--- config.mk ---
export PLATFORM = sky130hd
export DESIGN_NAME = fetch_stage
export DESIGN_NICKNAME = d
export VERILOG_FILES = /design/src/rtl/rv32i_pkg.sv /design/src/rtl/fetch_stage.sv
export SDC_FILE = /design/constraint.sdc
export NUM_CORES = 1
export LEC_CHECK = 0
export ABC_CLOCK_PERIOD_IN_PS = 5250
export CORE_MARGIN = 4
export CORE_UTILIZATION = 30
export DETAILED_ROUTE_END_ITERATION = 8
export GPL_ROUTABILITY_DRIVEN = 0
export PLACE_DENSITY_LB_ADDON = 0.25
export RECOVER_POWER = 50
export SLEW_MARGIN = 20
export SYNTH_ARGS = -nofsm -noshare
export SYNTH_HDL_FRONTEND = slang
export SYNTH_SLANG_ARGS = --single-unit
--- constraint.sdc ---
create_clock -name clk -period 5.25 [get_ports clk]
set_clock_uncertainty 0.1 [all_clocks]
set_input_delay 0.525 -clock clk [delete_from_list [all_inputs] [get_ports clk]]
set_output_delay 0.525 -clock clk [all_outputs]
set_load 0.01 [all_outputs]
--- src/rtl/rv32i_pkg.sv ---
// Shared RV32I definitions used by the fetch and decode stages:
// NOP encoding, fetch FSM states, default reset vector and base opcodes.
package rv32i_pkg;

  localparam logic [31:0] NOP_INSTR        = 32'h0000_0013;
  localparam logic [31:0] DEFAULT_RESET_PC = 32'h0000_0000;

  typedef enum logic [1:0] {
    FETCH_REQ  = 2'd0,
    FETCH_BUF  = 2'd1,
    FETCH_DROP = 2'd2
  } fetch_state_e;

  localparam logic [6:0] OPC_LUI      = 7'b0110111;
  localparam logic [6:0] OPC_AUIPC    = 7'b0010111;
  localparam logic [6:0] OPC_JAL      = 7'b1101111;
  localparam logic [6:0] OPC_JALR     = 7'b1100111;
  localparam logic [6:0] OPC_BRANCH   = 7'b1100011;
  localparam logic [6:0] OPC_LOAD     = 7'b0000011;
  localparam logic [6:0] OPC_STORE    = 7'b0100011;
  localparam logic [6:0] OPC_OP_IMM   = 7'b0010011;
  localparam logic [6:0] OPC_OP       = 7'b0110011;
  localparam logic [6:0] OPC_MISC_MEM = 7'b0001111;
  localparam logic [6:0] OPC_SYSTEM   = 7'b1110011;

  function automatic logic [31:0] align_word(input logic [31:0] addr);
    return {addr[31:2], 2'b00};
  endfunction

endpackage

--- src/rtl/fetch_stage.sv ---
// Instruction fetch stage: one outstanding memory request, a one-entry skid
// buffer for responses that arrive while decode stalls, and the IF/ID register.
module fetch_stage
  import rv32i_pkg::*;
#(
  parameter logic [31:0] RESET_PC = DEFAULT_RESET_PC
) (
  input  logic        clk,
  input  logic        rst,
  input  logic        stall_i,
  input  logic        flush_i,
  input  logic [31:0] redirect_pc_i,
  output logic        imem_req_o,
  output logic [31:0] imem_addr_o,
  input  logic [31:0] imem_rdata_i,
  input  logic        imem_valid_i,
  output logic        if_id_valid_o,
  output logic [31:0] if_id_instr_o,
  output logic [31:0] if_id_pc_o,
  output logic [31:0] if_id_pc4_o,
  output logic [6:0]  opcode_o,
  output logic [2:0]  funct3_o,
  output logic [6:0]  funct7_o,
  output logic [4:0]  rs1_o,
  output logic [4:0]  rs2_o,
  output logic [4:0]  rd_o
);

  localparam logic [1:0] ST_REQ  = FETCH_REQ;
  localparam logic [1:0] ST_BUF  = FETCH_BUF;
  localparam logic [1:0] ST_DROP = FETCH_DROP;

  logic [1:0]  r_state;
  logic [31:0] r_pc;
  logic [31:0] r_dropAddr;
  logic        r_bufValid;
  logic [31:0] r_bufInstr;
  logic [31:0] r_bufPc;
  logic        r_ifValid;
  logic [31:0] r_ifInstr;
  logic [31:0] r_ifPc;

  logic        w_accept;
  logic [31:0] w_target;
  logic        w_unused;

  assign imem_req_o  = (r_state != ST_BUF);
  assign imem_addr_o = (r_state == ST_DROP) ? r_dropAddr : r_pc;
  assign w_accept    = imem_req_o && imem_valid_i;
  assign w_target    = align_word(redirect_pc_i);
  assign w_unused    = ^redirect_pc_i[1:0];

  // Flush outranks stall and any response; a request that is still in flight
  // when flushed keeps its address in DROP so the memory sees a stable request.
  always_ff @(posedge clk or posedge rst) begin
    if (rst) begin
      r_state    <= ST_REQ;
      r_pc       <= RESET_PC;
      r_dropAddr <= 32'h0;
      r_bufValid <= 1'b0;
      r_bufInstr <= 32'h0;
      r_bufPc    <= 32'h0;
      r_ifValid  <= 1'b0;
      r_ifInstr  <= NOP_INSTR;
      r_ifPc     <= 32'h0;
    end else if (flush_i) begin
      r_ifValid  <= 1'b0;
      r_ifInstr  <= NOP_INSTR;
      r_pc       <= w_target;
      r_bufValid <= 1'b0;
      case (r_state)
        ST_REQ: begin
          if (!w_accept) begin
            r_dropAddr <= r_pc;
            r_state    <= ST_DROP;
          end
        end
        ST_BUF:  r_state <= ST_REQ;
        ST_DROP: if (w_accept) r_state <= ST_REQ;
        default: r_state <= ST_REQ;
      endcase
    end else begin
      case (r_state)
        ST_REQ: begin
          if (w_accept) begin
            r_pc <= r_pc + 32'd4;
            if (stall_i) begin
              r_bufValid <= 1'b1;
              r_bufInstr <= imem_rdata_i;
              r_bufPc    <= r_pc;
              r_state    <= ST_BUF;
            end else begin
              r_ifValid <= 1'b1;
              r_ifInstr <= imem_rdata_i;
              r_ifPc    <= r_pc;
            end
          end else if (!stall_i) begin
            r_ifValid <= 1'b0;
            r_ifInstr <= NOP_INSTR;
          end
        end
        ST_BUF: begin
          if (!stall_i) begin
            r_ifValid  <= 1'b1;
            r_ifInstr  <= r_bufInstr;
            r_ifPc     <= r_bufPc;
            r_bufValid <= 1'b0;
            r_state    <= ST_REQ;
          end
        end
        ST_DROP: begin
          if (w_accept) r_state <= ST_REQ;
          if (!stall_i) begin
            r_ifValid <= 1'b0;
            r_ifInstr <= NOP_INSTR;
          end
        end
        default: r_state <= ST_REQ;
      endcase
    end
  end

  assign if_id_valid_o = r_ifValid;
  assign if_id_instr_o = r_ifInstr;
  assign if_id_pc_o    = r_ifPc;
  assign if_id_pc4_o   = r_ifPc + 32'd4;

  assign opcode_o = r_ifInstr[6:0];
  assign rd_o     = r_ifInstr[11:7];
  assign funct3_o = r_ifInstr[14:12];
  assign rs1_o    = r_ifInstr[19:15];
  assign rs2_o    = r_ifInstr[24:20];
  assign funct7_o = r_ifInstr[31:25];

endmodule
==> results.sh <==
export IMPL_tightest_slew_ns=1.464
export IMPL_antenna_found_initial=1
export IMPL_p_leak_nw=5.349
export IMPL_clockRootBuffer="clkbuf_16"
export IMPL_worst_setup_path_type="flip-flop to primary output"
export IMPL_ys_seq_area_share_pct=43.88
export IMPL_n_antenna_cell=0
export IMPL_remaining_drc_errors=0
export IMPL_clk_pin_slew_ns=0.08
export IMPL_yosys_cell_types_count=52
export IMPL_num_fill_cells=3454
export IMPL_worst_setup_path_end_kind="primary output"
export IMPL_synth_seq_cells=187
export IMPL_placed_area_um2=12940
export IMPL_worstHoldStart="r_bufPc[22]"
export IMPL_start_util_pct=30.67
export IMPL_rows=68
export IMPL_worst_r2r_cell_count=8
export IMPL_fin_hold_ws_ns=0.4065
export IMPL_drv_slew=0
export IMPL_clockBufferDepth=2
export IMPL_avgSynthCellArea_um2=9.929
export IMPL_syn2layout_area_growth_pct=26.42
export IMPL_maxSlewHeadroom_pct=2.392
export IMPL_ys_flop_type="dfrtp_1"
export IMPL_dp_slack_ns=1.881
export IMPL_final_common_cell="dfrtp_1"
export IMPL_grt_use_total_pct=15.71
export IMPL_drt_iter0_drc=502
export IMPL_cts_tree="yes"
export IMPL_htreeDepth=4
export IMPL_hold_violations=0
export IMPL_critPathMaxFanout=6
export IMPL_dpl_hpwl_um=19710
export IMPL_r2r_start="r_state[0]"
export IMPL_cts_setup_buffers=0
export IMPL_grt_pass1_wl_um=49270
export IMPL_clock_sinks=187
export IMPL_detailroute_via_count=8745
export IMPL_dp_cells=1630
export IMPL_totalWireLength_um=31160
export IMPL_cellPowerDensity_nw_per_um2=518.9
export IMPL_numCtsBuffers=17
export IMPL_reg2reg_setup_slack_ns=1.93
export IMPL_stdcell_count=1661
export IMPL_maxCapViolations=0
export IMPL_detail_route_wl_per_cell_um=18.76
export IMPL_fin_crit_ns=3.501
export IMPL_die_w_um=196.6
export IMPL_grt_pass1_vias=8733
export IMPL_rsz0062_at_grt="no"
export IMPL_reg2reg_to="if_id_instr_o[31]"
export IMPL_io_pins=231
export IMPL_antenna_left=0
export IMPL_die_area_um2=38660
export IMPL_layout_common_cells="184 x dfrtp_1, 146 x clkdlybuf4s50_1, 125 x nand2_1"
export IMPL_hold_path_class="flip-flop to flip-flop"
export IMPL_hold_end="r_bufPc[22]"
export IMPL_io_buffers=222
export IMPL_synth_async_reset_ratio_pct=100.0
export IMPL_path_cells="nand3_1 > nor4_1 > nand4_1 > xnor2_1 > clkdlybuf4s50_1"
export IMPL_cts_resized=0
export IMPL_critPathRequiredTime_ns=4.62
export IMPL_slowest_stage="nor4_1"
export IMPL_final_nets=1269
export IMPL_max_stage_delay_ns=0.84
export IMPL_final_area_um2=13490
export IMPL_grt_start_max_net_pins=102
export IMPL_viasPerCell=5.265
export IMPL_synthCells=1075
export IMPL_coreArea_um2=34800
export IMPL_worstPathArrival_ns=2.88
export IMPL_setup_violations=0
export IMPL_worst_slack_ns=1.749
export IMPL_tns_ns=0
export IMPL_max_freq_mhz=285.6
export IMPL_synth_edff_count=0
export IMPL_startpoint_type="flip-flop"
export IMPL_die_y_um=196.6
export IMPL_drtPass1Iterations=6
export IMPL_netlist_area_um2=10670
export IMPL_synth_warnings=0
export IMPL_clk_latency_ns=0.43
export IMPL_layout_drive_gt1_share_pct=15.01
export IMPL_fin_crit_sh_pct=66.68
export IMPL_grt_ovfl_total=0
export IMPL_outcome="finished clean"
export IMPL_hold_depth=1
export IMPL_ctsHoldBuffers=0
export IMPL_ir_worst_vdd_mv=0.2593
==> power breakdown <==
part           internal (mW)  leakage [nW]  switching [mW]  total, mW
logic                   1.69          2.81            1.47       3.16
registers               2.03          2.27           0.526       2.55
clock network          0.634         0.275           0.655       1.29
==> how the worst max path moves through the flow <==
stage	slack, ns	from	to
after floorplan	2.22	rst	if_id_instr_o[10]
after global placement	1.89	stall_i	if_id_instr_o[5]
after detailed placement	1.88	stall_i	if_id_instr_o[9]
after CTS	1.64	if_id_pc_o[5]	if_id_pc4_o[27]
after global routing	1.52	if_id_pc_o[5]	if_id_pc4_o[29]
final	1.75	if_id_pc_o[5]	if_id_pc4_o[31]
==> through the flow <==
step                power, mW  utilization [%]
finish                  7.002            38.78
global route            7.490            38.78
CTS                     7.175            38.83
detailed placement      5.862            37.18
global placement        5.792            37.18
floorplan               4.440                -
==> worst max-delay path, delay by kind of cell (launching register included) <==
| kind | cells | cell delay [ns] |
|---|---|---|
| xor+xnor | 1 | 0.18 |
| buf+inv | 1 | 0.55 |
| flops | 1 | 0.49 |
| simple gates | 3 | 1.22 |
==> state kept, by name, summed over array words and instances, names as in the netlist <==
signal	flops
if_id_instr_o	32
if_id_pc_o	30
r_bufPc	30
r_bufInstr	32
r_pc	30
r_state	2
if_id_valid_o	1
r_dropAddr	30
==> layout make-up <==
type / instances / area (um^2) / area share, %
clock buffers: 17 / 425.4 / 3.153
clock inverters: 14 / 147.6 / 1.094
inverters: 15 / 58.81 / 0.4358
multi-input cells: 736 / 5258 / 38.96
flip-flops and latches: 187 / 4683 / 34.71
well taps: 455 / 569.3 / 4.219
repair buffers: 237 / 2352 / 17.43
==> synthesized netlist by cell type, types with 16 or more instances <==
cell type	count	area, um^2
mux2_2	120	1351
dfrtp_1	184	4604
clkbuf_1	73	274.0
and3b_1	30	262.8
o21ai_0	81	405.4
nor2_1	24	90.09
mux2i_1	31	310.3
nand2_1	125	469.2
xnor2_1	22	192.7
a31oi_1	17	106.4
o211ai_1	32	240.2
a311o_1	29	290.3
nand4_1	43	269.0
nand3_1	53	265.3
buf_2	18	90.09
or4_1	18	135.1
buf_4	39	292.8
xor2_1	16	140.1
==> cells by family (layout without fill, tap and decap cells) <==
family | count (synthesis) | after routing | share of synthesized area [%]
muxes | 151 | 151 | 15.57
AOI/OAI and AO/OA | 193 | 193 | 12.13
other | 1 | 6 | 0.03513
adders and majority gates | 6 | 6 | 0.7033
and+or+nand+nor | 342 | 342 | 17.37
xor gates and xnor gates | 38 | 38 | 3.118
buffers and inverters | 157 | 283 | 7.197
DFF | 187 | 187 | 43.88
==> per-layer routing <==
metal | track usage [%] | vias up | share of wire, % | wire, um
met5 | 0 | - | 0.026 | 8
met4 | 2.928 | 2 | 0.77 | 241
met3 | 3.726 | 17 | 6.0 | 1871
met2 | 26.05 | 266 | 47 | 14580
met1 | 21.27 | 4348 | 46 | 14450
li1 | - | 4112 | - | -
Note: power is estimated with default switching activity, not from simulation.
==> RTL change: new RTL, same flow settings <==
Reset style: synchronous (`rst`), changed in one clocked block.
--- a/src/rtl/fetch_stage.sv
+++ b/src/rtl/fetch_stage.sv
@@ -54,3 +54,3 @@
   // when flushed keeps its address in DROP so the memory sees a stable request.
-  always_ff @(posedge clk or posedge rst) begin
+  always_ff @(posedge clk) begin
     if (rst) begin
Function: changed (Yosys sat finds a counterexample within 4 cycles, from zero or initial values and one cycle with rst high; the reset may be asserted at any time).
==> RTL change against the original RTL <==
- the run now ends with max-capacitance violations, max-slew violations left
- first-iteration DRC count shrank 0.40%
- sequential cell count stayed put
- final cell count decreased by 2.3%
- setup slack lost 540 ps
- die area down 15%
- routed wire length fell by 16%
- synthesized area decreased by 15%
- final area down 13%
- critical path type is now register to register
- critical endpoint is now if_id_instr_o[1]
- largest cell class unchanged
Power is not compared: it rests on default switching activity, and its combinational part moved more than twofold at a synthesized area within 25%.
==> RTL change: results (changes against the original RTL) <==
max_cap viols 5 (+5); ys flop type dfxtp_1; share of cells above drive strength 1 6.73% (-8.3 points); Post-CTS Resized 0 (unchanged); Yosys cell types 47 (-9.6%); routed wire length 26100 µm (-16%); Worst-path clk slew 70 ps; IO Port Bufs 222 (unchanged); vias in the first global route 7405 (-15%); diode count 0 (unchanged); first-iteration detailed-routing DRC count 500 (-0.40%); failing checks max-capacitance violations, max-slew violations; most frequent cells after synthesis nand2_1, dfxtp_1, a21oi_1; Synthesis Warnings 0 (unchanged); Reg2Reg Depth 9 (+1); Slew @ Worst Pin 3000 ps (+1540 ps); Root Driver clkbuf_16; Worst EP arrival 4300 ps (+1420 ps); post-CTS setup buffers 0 (unchanged); CTS max path bufs 2 (unchanged); maximum vdd ir drop 0.170 mV; largest net degree at the start of global routing 67 (-34%); outcome complete, but fails checks; Worst Path Max Fanout 33 (+27); dpl hpwl 17900 µm (-9.3%); Hold Path Cell Cnt 2 (+1); first-pass GRT wire length 41200 µm (-16%); leakage 4.27 nW; number of buffers created by CTS 17 (unchanged); Seq/Total Area, Yosys 41.3% (-2.6 points); final slew viol count 175 (+175); # H-tree levels 4 (unchanged); DR vias/cell 4.82 (-8.5%); top post-synthesis cells by area dfxtp_1, nand2_1, a21oi_1; dpl ws 2100 ps (+215 ps); min-delay worst type register to register; DP Area 11200 µm² (-13%); DR pass1 iterations 5 (-1); All-Layer GR Usage 15.2% (-0.52 points); async set-or-reset flop fraction in the synthesized netlist 0% (-100 points); initial antenna violation count 2 (+1); Nets 1297 (+2.2%); Clock Latency Late Sink 430 ps (about the same)
## RTL change: cell types whose count changed in the layout (fill, tap and decap cells not counted), sizes merged, moves of 31 or more
| cell | before | now |
|---|---|---|
| nand2 | 125 | 223 |
| a211oi | 4 | 35 |
| dfrtp | 184 | 0 |
| dfxtp | 0 | 187 |
| nor2 | 24 | 56 |
| a21oi | 3 | 116 |
| nand3 | 53 | 19 |
| o211ai | 32 | 0 |
| mux2 | 120 | 27 |
| o21ai | 84 | 9 |
| a22oi | 0 | 33 |
## RTL change: metrics by stage
step	cells	power, mW
3_5_place_dp	1592	2.10
4_1_cts	1623	3.40
5_1_grt	1623	3.49
6_report	1623	3.33
3_3_place_gp	1592	2.09
2_1_floorplan	1101	1.85
## RTL change: logic make-up after synthesis
group	share of synthesized area (%)
and+or+nand+nor	19.3
AOI/OAI and AO/OA	17.3
muxes	7.22
adders and majority gates	0.966
buffers and inverters	8.57
xor gates and xnor gates	5.22
other	0.0414
DFF	41.3
## RTL change: final cells by class
cell class | instances | area, µm²
fillers | 2977 | 18000
multi-input cells | 752 | 4550
flip-flops and latches | 187 | 3740
repair buffers | 236 | 2300
well taps | 390 | 488
clock buffers | 17 | 425
clock inverters | 14 | 159
inverters | 27 | 101
## RTL change: worst max-delay path, cell delays in order (launching register included)
cell and delay [ps]:
dfxtp_1 350, inv_1 110, ha_2 180, clkbuf_1 1790, and2_0 270, clkbuf_2 620, a22oi_1 230, nand2_1 110
a211oi_1 80, a31oi_1 140
## RTL change: path summary, 6_finish.rpt
kind	from	endpoint	slack [ps]
worst max-delay path	r_state[1]	if_id_instr_o[1]	1210
worst min-delay path	r_dropAddr[27]	r_dropAddr[27]	350
worst min register to register	r_dropAddr[27]	r_dropAddr[27]	350
worst max register to register	r_state[1]	if_id_instr_o[1]	1210
## RTL change: report_power, final
part	internal (mW)	switching (mW)
combinational	0.242	0.251
clock	0.674	0.611
sequential	1.48	0.0750
## RTL change: metal layers
layer / GRT usage (%) / part of all wire (%) / vias up
li1: - / - / 3960
met1: 21.2 / 47 / 3612
met2: 23.7 / 45 / 234
met3: 4.43 / 6.6 / 14
met4: 2.64 / 0.78 / 2
met5: 0 / 0.050 / -
